<file path="config.mk">
export PLATFORM = sky130hd
export DESIGN_NAME = pinacolada_uart_rx
export DESIGN_NICKNAME = d
export VERILOG_FILES = /design/src/rtl/pinacolada_uart_pkg.sv /design/src/rtl/pinacolada_sync_fifo.sv /design/src/rtl/pinacolada_uart_rx.sv
export SDC_FILE = /design/constraint.sdc
export NUM_CORES = 1
export LEC_CHECK = 0
export CAP_MARGIN = 10
export CORE_UTILIZATION = 45
export CTS_BUF_LIST = sky130_fd_sc_hd__clkbuf_2 sky130_fd_sc_hd__clkbuf_4 sky130_fd_sc_hd__clkbuf_8
export CTS_CLUSTER_DIAMETER = 40
export CTS_CLUSTER_SIZE = 40
export DETAILED_ROUTE_END_ITERATION = 12
export PLACE_DENSITY = 0.61
export SLEW_MARGIN = 40
export SYNTH_ARGS = -nofsm -noshare
export SYNTH_HDL_FRONTEND = slang
export SYNTH_SLANG_ARGS = --single-unit
</file>
<file path="constraint.sdc">
create_clock -name clk -period 2.95 [get_ports clk]
set_input_delay 0.295 -clock clk [delete_from_list [all_inputs] [get_ports clk]]
set_output_delay 0.295 -clock clk [all_outputs]
set_load 0.05 [all_outputs]
</file>
<file path="src/rtl/pinacolada_uart_pkg.sv">
// Shared definitions for the pinacolada UART receiver: parity modes and FSM states.
package pinacolada_uart_pkg;

  localparam logic [1:0] PAR_NONE = 2'd0;
  localparam logic [1:0] PAR_EVEN = 2'd1;
  localparam logic [1:0] PAR_ODD  = 2'd2;

  typedef enum logic [2:0] {
    ST_WAIT_IDLE,
    ST_IDLE,
    ST_START,
    ST_DATA,
    ST_PAR,
    ST_STOP
  } rx_state_e;

  // Two-of-three vote used for every bit decision.
  function automatic logic majority3(input logic a, input logic b, input logic c);
    return (a & b) | (a & c) | (b & c);
  endfunction

endpackage

</file>
<file path="src/rtl/pinacolada_sync_fifo.sv">
// Single-clock FIFO with flop storage; head entry is read straight from storage.
module pinacolada_sync_fifo #(
  parameter int WIDTH = 10,
  parameter int DEPTH = 4
) (
  input  logic             clk,
  input  logic             rst,
  input  logic             push,
  input  logic [WIDTH-1:0] push_data,
  input  logic             pop,
  output logic [WIDTH-1:0] head,
  output logic             full,
  output logic             empty
);

  localparam int AW = $clog2(DEPTH);
  localparam logic [AW:0] FULL_COUNT = DEPTH[AW:0];

  logic [WIDTH-1:0] mem [DEPTH];
  logic [AW-1:0]    wr_ptr;
  logic [AW-1:0]    rd_ptr;
  logic [AW:0]      count;
  logic             do_push;
  logic             do_pop;

  assign empty   = (count == '0);
  assign full    = (count == FULL_COUNT);
  assign do_pop  = pop && !empty;
  // A pop frees the slot the push lands in, so a full FIFO still accepts a write.
  assign do_push = push && (!full || do_pop);
  assign head    = mem[rd_ptr];

  // Pointer and occupancy bookkeeping.
  always_ff @(posedge clk) begin
    if (rst) begin
      wr_ptr <= '0;
      rd_ptr <= '0;
      count  <= '0;
    end else begin
      if (do_push) wr_ptr <= wr_ptr + 1'b1;
      if (do_pop)  rd_ptr <= rd_ptr + 1'b1;
      if (do_push && !do_pop)      count <= count + 1'b1;
      else if (do_pop && !do_push) count <= count - 1'b1;
    end
  end

  // Entry storage.
  // NOTE: storage is reset here because the head is visible on the outputs and must read as zero after reset; a large RAM would normally be left unreset.
  always_ff @(posedge clk) begin
    if (rst) begin
      for (int i = 0; i < DEPTH; i++) mem[i] <= '0;
    end else if (do_push) begin
      mem[wr_ptr] <= push_data;
    end
  end

endmodule

</file>
<file path="src/rtl/pinacolada_uart_rx.sv">
// Parametrised UART receiver: synchronizer, majority-vote bit sampling,
// start-glitch rejection, parity/framing checks and a receive FIFO.
module pinacolada_uart_rx
  import pinacolada_uart_pkg::*;
#(
  parameter int         CLKS_PER_BIT = 16,
  parameter int         DATA_BITS    = 8,
  parameter logic [1:0] PARITY       = PAR_NONE,
  parameter int         STOP_BITS    = 1,
  parameter int         FIFO_DEPTH   = 4
) (
  input  logic                 clk,
  input  logic                 rst,
  input  logic                 rx,
  output logic [DATA_BITS-1:0] m_data,
  output logic                 m_frame_err,
  output logic                 m_parity_err,
  output logic                 m_valid,
  input  logic                 m_ready,
  output logic                 overrun
);

  localparam int CW = $clog2(CLKS_PER_BIT);
  localparam int BW = $clog2(DATA_BITS);
  localparam int M  = CLKS_PER_BIT / 2;
  localparam int EW = DATA_BITS + 2;

  localparam logic [CW-1:0] CNT_LAST = CW'(CLKS_PER_BIT - 1);
  localparam logic [CW-1:0] CNT_S0   = CW'(M - 1);
  localparam logic [CW-1:0] CNT_S1   = CW'(M);
  localparam logic [CW-1:0] CNT_DEC  = CW'(M + 1);
  localparam logic [BW-1:0] BIT_LAST = BW'(DATA_BITS - 1);
  localparam logic          STOP_LAST = (STOP_BITS == 2);

  rx_state_e state, state_next;

  logic                 rx_meta, rx_s;
  logic [CW-1:0]        cnt;
  logic                 s0, s1;
  logic                 maj;
  logic                 at_dec, at_wrap;
  logic [BW-1:0]        bit_idx;
  logic                 stop_idx;
  logic [DATA_BITS-1:0] shreg;
  logic                 frame_err;
  logic                 par_err;
  logic                 par_bad;
  logic                 push_req;
  logic                 push_q;
  logic [EW-1:0]        wr_data;
  logic [EW-1:0]        head;
  logic                 full, empty;

  assign at_dec  = (cnt == CNT_DEC);
  assign at_wrap = (cnt == CNT_LAST);
  assign maj     = majority3(s0, s1, rx_s);
  assign par_bad = (PARITY == PAR_ODD) ? !(^shreg ^ maj) : (^shreg ^ maj);

  // FSM state register.
  always_ff @(posedge clk) begin
    if (rst) state <= ST_WAIT_IDLE;
    else     state <= state_next;
  end

  // Next-state logic and push request at the last stop-bit decision.
  // NOTE: every signal assigned in this block gets a default first, so no path can leave it holding a value and infer a latch.
  always_comb begin
    state_next = state;
    push_req   = 1'b0;
    case (state)
      ST_WAIT_IDLE: if (rx_s) state_next = ST_IDLE;
      ST_IDLE:      if (!rx_s) state_next = ST_START;
      ST_START: begin
        if (at_dec && maj) state_next = ST_IDLE;
        else if (at_wrap)  state_next = ST_DATA;
      end
      ST_DATA: begin
        if (at_wrap && bit_idx == BIT_LAST)
          state_next = (PARITY == PAR_NONE) ? ST_STOP : ST_PAR;
      end
      ST_PAR: if (at_wrap) state_next = ST_STOP;
      ST_STOP: begin
        if (at_dec && stop_idx == STOP_LAST) begin
          push_req   = 1'b1;
          state_next = (frame_err || !maj) ? ST_WAIT_IDLE : ST_IDLE;
        end
      end
      default: state_next = ST_WAIT_IDLE;
    endcase
  end

  // Synchronizer, bit timing, sampling and frame assembly.
  // NOTE: sequential state uses non-blocking assignments so every flop sees pre-edge values regardless of statement order.
  always_ff @(posedge clk) begin
    if (rst) begin
      rx_meta   <= 1'b1;
      rx_s      <= 1'b1;
      cnt       <= '0;
      s0        <= 1'b1;
      s1        <= 1'b1;
      bit_idx   <= '0;
      stop_idx  <= 1'b0;
      shreg     <= '0;
      frame_err <= 1'b0;
      par_err   <= 1'b0;
      push_q    <= 1'b0;
      wr_data   <= '0;
    end else begin
      rx_meta <= rx;
      rx_s    <= rx_meta;

      if (state == ST_IDLE || state == ST_WAIT_IDLE) cnt <= '0;
      else if (at_wrap)                              cnt <= '0;
      else                                           cnt <= cnt + 1'b1;

      if (cnt == CNT_S0) s0 <= rx_s;
      if (cnt == CNT_S1) s1 <= rx_s;

      case (state)
        ST_IDLE: begin
          bit_idx   <= '0;
          stop_idx  <= 1'b0;
          frame_err <= 1'b0;
          par_err   <= 1'b0;
        end
        ST_DATA: begin
          if (at_dec)  shreg   <= {maj, shreg[DATA_BITS-1:1]};
          if (at_wrap) bit_idx <= bit_idx + 1'b1;
        end
        ST_PAR: if (at_dec) par_err <= par_bad;
        ST_STOP: begin
          if (at_dec)  frame_err <= frame_err | ~maj;
          if (at_wrap) stop_idx  <= stop_idx + 1'b1;
        end
        default: ;
      endcase

      push_q <= push_req;
      if (push_req) wr_data <= {shreg, frame_err | ~maj, par_err};
    end
  end

  pinacolada_sync_fifo #(
    .WIDTH (EW),
    .DEPTH (FIFO_DEPTH)
  ) u_fifo (
    .clk       (clk),
    .rst       (rst),
    .push      (push_q),
    .push_data (wr_data),
    .pop       (m_ready),
    .head      (head),
    .full      (full),
    .empty     (empty)
  );

  assign m_data       = head[EW-1:2];
  assign m_frame_err  = head[1];
  assign m_parity_err = head[0];
  assign m_valid      = !empty;
  assign overrun      = push_q && full && !m_ready;

endmodule

</file>
==> out/metrics.cfg <==
[cells_and_area]
post_route_cells_drive_above_1_share_pct=13.2
fillers=758
area_delta_synth_final_pct=11.8
utilization_pct=51.7
fin_cells=438
fin_nets=339
diodes=0

[synthesis]
yosys_most_used_dff=dfxtp_1
async_flop_share_pct=0
ys_warn_count=0
yosys-top-cells-area=edfxtp_1, dfxtp_1, and2_1
syn_inst=313
synth_seq_cells=85
synth_top_area_share_pct=31.8
synth_edf_count=40
synth_nets=324
synth_top_area_cell=edfxtp_1
ys_types=53
syn_area_um2=3780
synth-seq-area-share_pct=55.6
syn_area_per_cell_um2=12.1

[clock_tree]
cts_resized=0
cts_made_buffers=9
clk_pin_slew_worst_paths_ns=0.08
post_cts_buffers=0
clock_sinks=85
clock_latency_ns=0.35
cts_max_path_buffers=2
cts_tree=done
ctsHoldBuffers=0
root_buffer=clkbuf_8
htreeDepth=3

[routing]
routed_wl_um=6350
antenna_left=0
drt_drc_violations_left=0
via_per_inst=5.11
first_pass_iters=4
dr_total_vias=2237
wire_per_inst_um=14.5
drtIter0Drc=92

[pwr]
power_density_nw_per_um2=669
vdd_ir_drop_max_mv=0.288
p_leak_nw=1.51

[timing]
setup_viol=0
hold_viol=0
period_share_pct=82.7
worst_slack_ns=0.512
slew_headroom_pct=66.2
tightest_slew_ns=0.506
finalClockSkew_ns=0.00835
timing.fmax_mhz=410
rsz0062_at_grt=false
final-max-slew-violation-count=0
tns_ns=0
timing.final.crit_period_ns=2.44

[placed_design]
io_buffers=15
dp_slack_ns=0.405
gp_congestion=0.739
post-dp-hpwl_um=4420
dp_cells=422

[critical_path]
path_cells=buf_4 > mux4_2 > clkdlybuf4s50_1
reg2reg_depth=8
cpPeakStageDelay_ns=0.72
end_kind=output pin
worstPathMaxFanout=10
r2r-start=u_fifo.count[0]
worstPathRequired_ns=2.65
endpoint=m_data[5]
crit_path_top_delay_cell=clkdlybuf4s50_1
critical_path_class=flip-flop to output pin
ff2ff_setup_slack_ns=0.75
start_kind=flip-flop
r2r_end=u_fifo.count[2]
arrival_ns=2.14

[grt]
overflow=0
grt_pass1_wl_um=10900
grt_max_degree=48
antenna_found_initial=0
grt_pass1_vias=2183
grt.total_usage_pct=16.3

[floorplan]
die-area_um2=8770
start_util_pct=46.2
rows=33
fp.dieH_um=93.7
ios=16
die_w_um=93.7
coreArea_um2=8180

[min_path]
whs_path_depth=1
min-delay-path-class=flip-flop to flip-flop

[job]
cap_violations=0

[run_status]
status=finished, final reports clean

-- sequential cells by signal, indices dropped and copies added, names as in the netlist, 2 cells and up, named ones only --
name / cells
wr_data: 10
cnt: 4
u_fifo.wr_ptr: 2
bit_idx: 3
state: 3
u_fifo.mem: 40
u_fifo.rd_ptr: 2
u_fifo.count: 3
shreg: 8
-- where the power goes --
| group | internal [mW] | switching (mW) | leakage (nW) |
|---|---|---|---|
| logic | 0.268 | 0.382 | 0.643 |
| clock network | 0.411 | 0.411 | 0.0959 |
| registers | 1.29 | 0.0600 | 0.769 |
-- cells in the final DEF (no fill, tap or decap), types with 3 or more instances in the layout --
| cell type | count |
|---|---|
| dfxtp_1 | 45 |
| and2_1 | 42 |
| edfxtp_1 | 40 |
| nor2_1 | 36 |
| mux2i_1 | 19 |
| clkdlybuf4s50_1 | 15 |
| mux4_2 | 10 |
| clkbuf_8 | 10 |
| xnor2_1 | 9 |
| nand2_1 | 8 |
| xor2_1 | 7 |
| ha_1 | 6 |
| buf_4 | 6 |
| inv_1 | 5 |
| or2_2 | 5 |
| nand3_1 | 5 |
| a21oi_1 | 5 |
| nand2b_1 | 4 |
| o21ai_0 | 4 |
| nor3_1 | 3 |
| nor3b_1 | 3 |
| nor2b_1 | 3 |
| a21o_1 | 3 |
-- logic make-up after synthesis --
kind of cell / Yosys count / share of synthesized area [%]
mux: 29 / 11.0
flops: 85 / 55.6
fa+ha+maj: 8 / 2.78
xor+xnor: 16 / 3.71
simple gates: 124 / 18.1
compound gates: 29 / 6.16
buf+inv: 22 / 2.65
-- worst max-delay path, delay by kind of cell (launching register included) --
kind | cells | cell delay, ns
flops | 1 | 0.32
buf+inv | 2 | 0.94
mux | 1 | 0.53
-- cell usage after synthesis (2+ instances only) --
| library cell | count |
|---|---|
| ha_1 | 6 |
| xnor2_1 | 9 |
| a211oi_1 | 2 |
| o21ai_0 | 4 |
| edfxtp_1 | 40 |
| nand2b_1 | 4 |
| buf_1 | 3 |
| mux2i_1 | 19 |
| nand2_1 | 8 |
| nor3_1 | 3 |
| and3b_1 | 2 |
| and2b_1 | 2 |
| a32oi_1 | 2 |
| nand3_1 | 5 |
| a21oi_1 | 5 |
| dfxtp_1 | 45 |
| and3_1 | 2 |
| clkbuf_1 | 7 |
| nor3b_1 | 3 |
| nor2_1 | 36 |
| inv_1 | 5 |
| or3_1 | 2 |
| a21o_1 | 3 |
| xor2_1 | 7 |
| mux4_2 | 10 |
| or2_2 | 5 |
| nor2b_1 | 3 |
| buf_2 | 5 |
| and2_1 | 42 |
-- worst min path at each step --
stage | start | slack (ns) | end
after global placement | rx_meta | 0.40 | rx_s
after floorplan | rx_meta | 0.39 | rx_s
after detailed placement | rx_meta | 0.40 | rx_s
final | rx_meta | 0.41 | rx_s
after CTS | rx_meta | 0.42 | rx_s
after global routing | rx_meta | 0.42 | rx_s
-- routing by layer --
metal	global-route usage [%]	wire length, um	vias up
li1	-	-	1133
met1	21.9	3180	1069
met2	25.4	2910	24
met3	3.16	139	11
met4	7.69	126	0
met5	0	0	-
-- layout make-up --
class | count | area, um^2 | area share (%)
flip-flops and latches | 85 | 2100 | 49.7
multi-input cells | 206 | 1580 | 37.3
repair buffers | 21 | 195 | 4.62
clock buffers | 10 | 138 | 3.26
well taps | 105 | 131 | 3.11
clock inverters | 6 | 62.6 | 1.48
inverters | 5 | 18.8 | 0.444
-- stage by stage --
stage	power (mW)	cell area (um^2)	hold WS, ns
2_1_floorplan	1.87	3780	0.389
3_3_place_gp	2.04	4030	0.395
3_5_place_dp	2.04	4030	0.398
4_1_cts	2.86	4230	0.417
5_1_grt	2.95	4230	0.424
6_report	2.83	4230	0.413
Note: power is estimated with default switching activity, not from simulation.
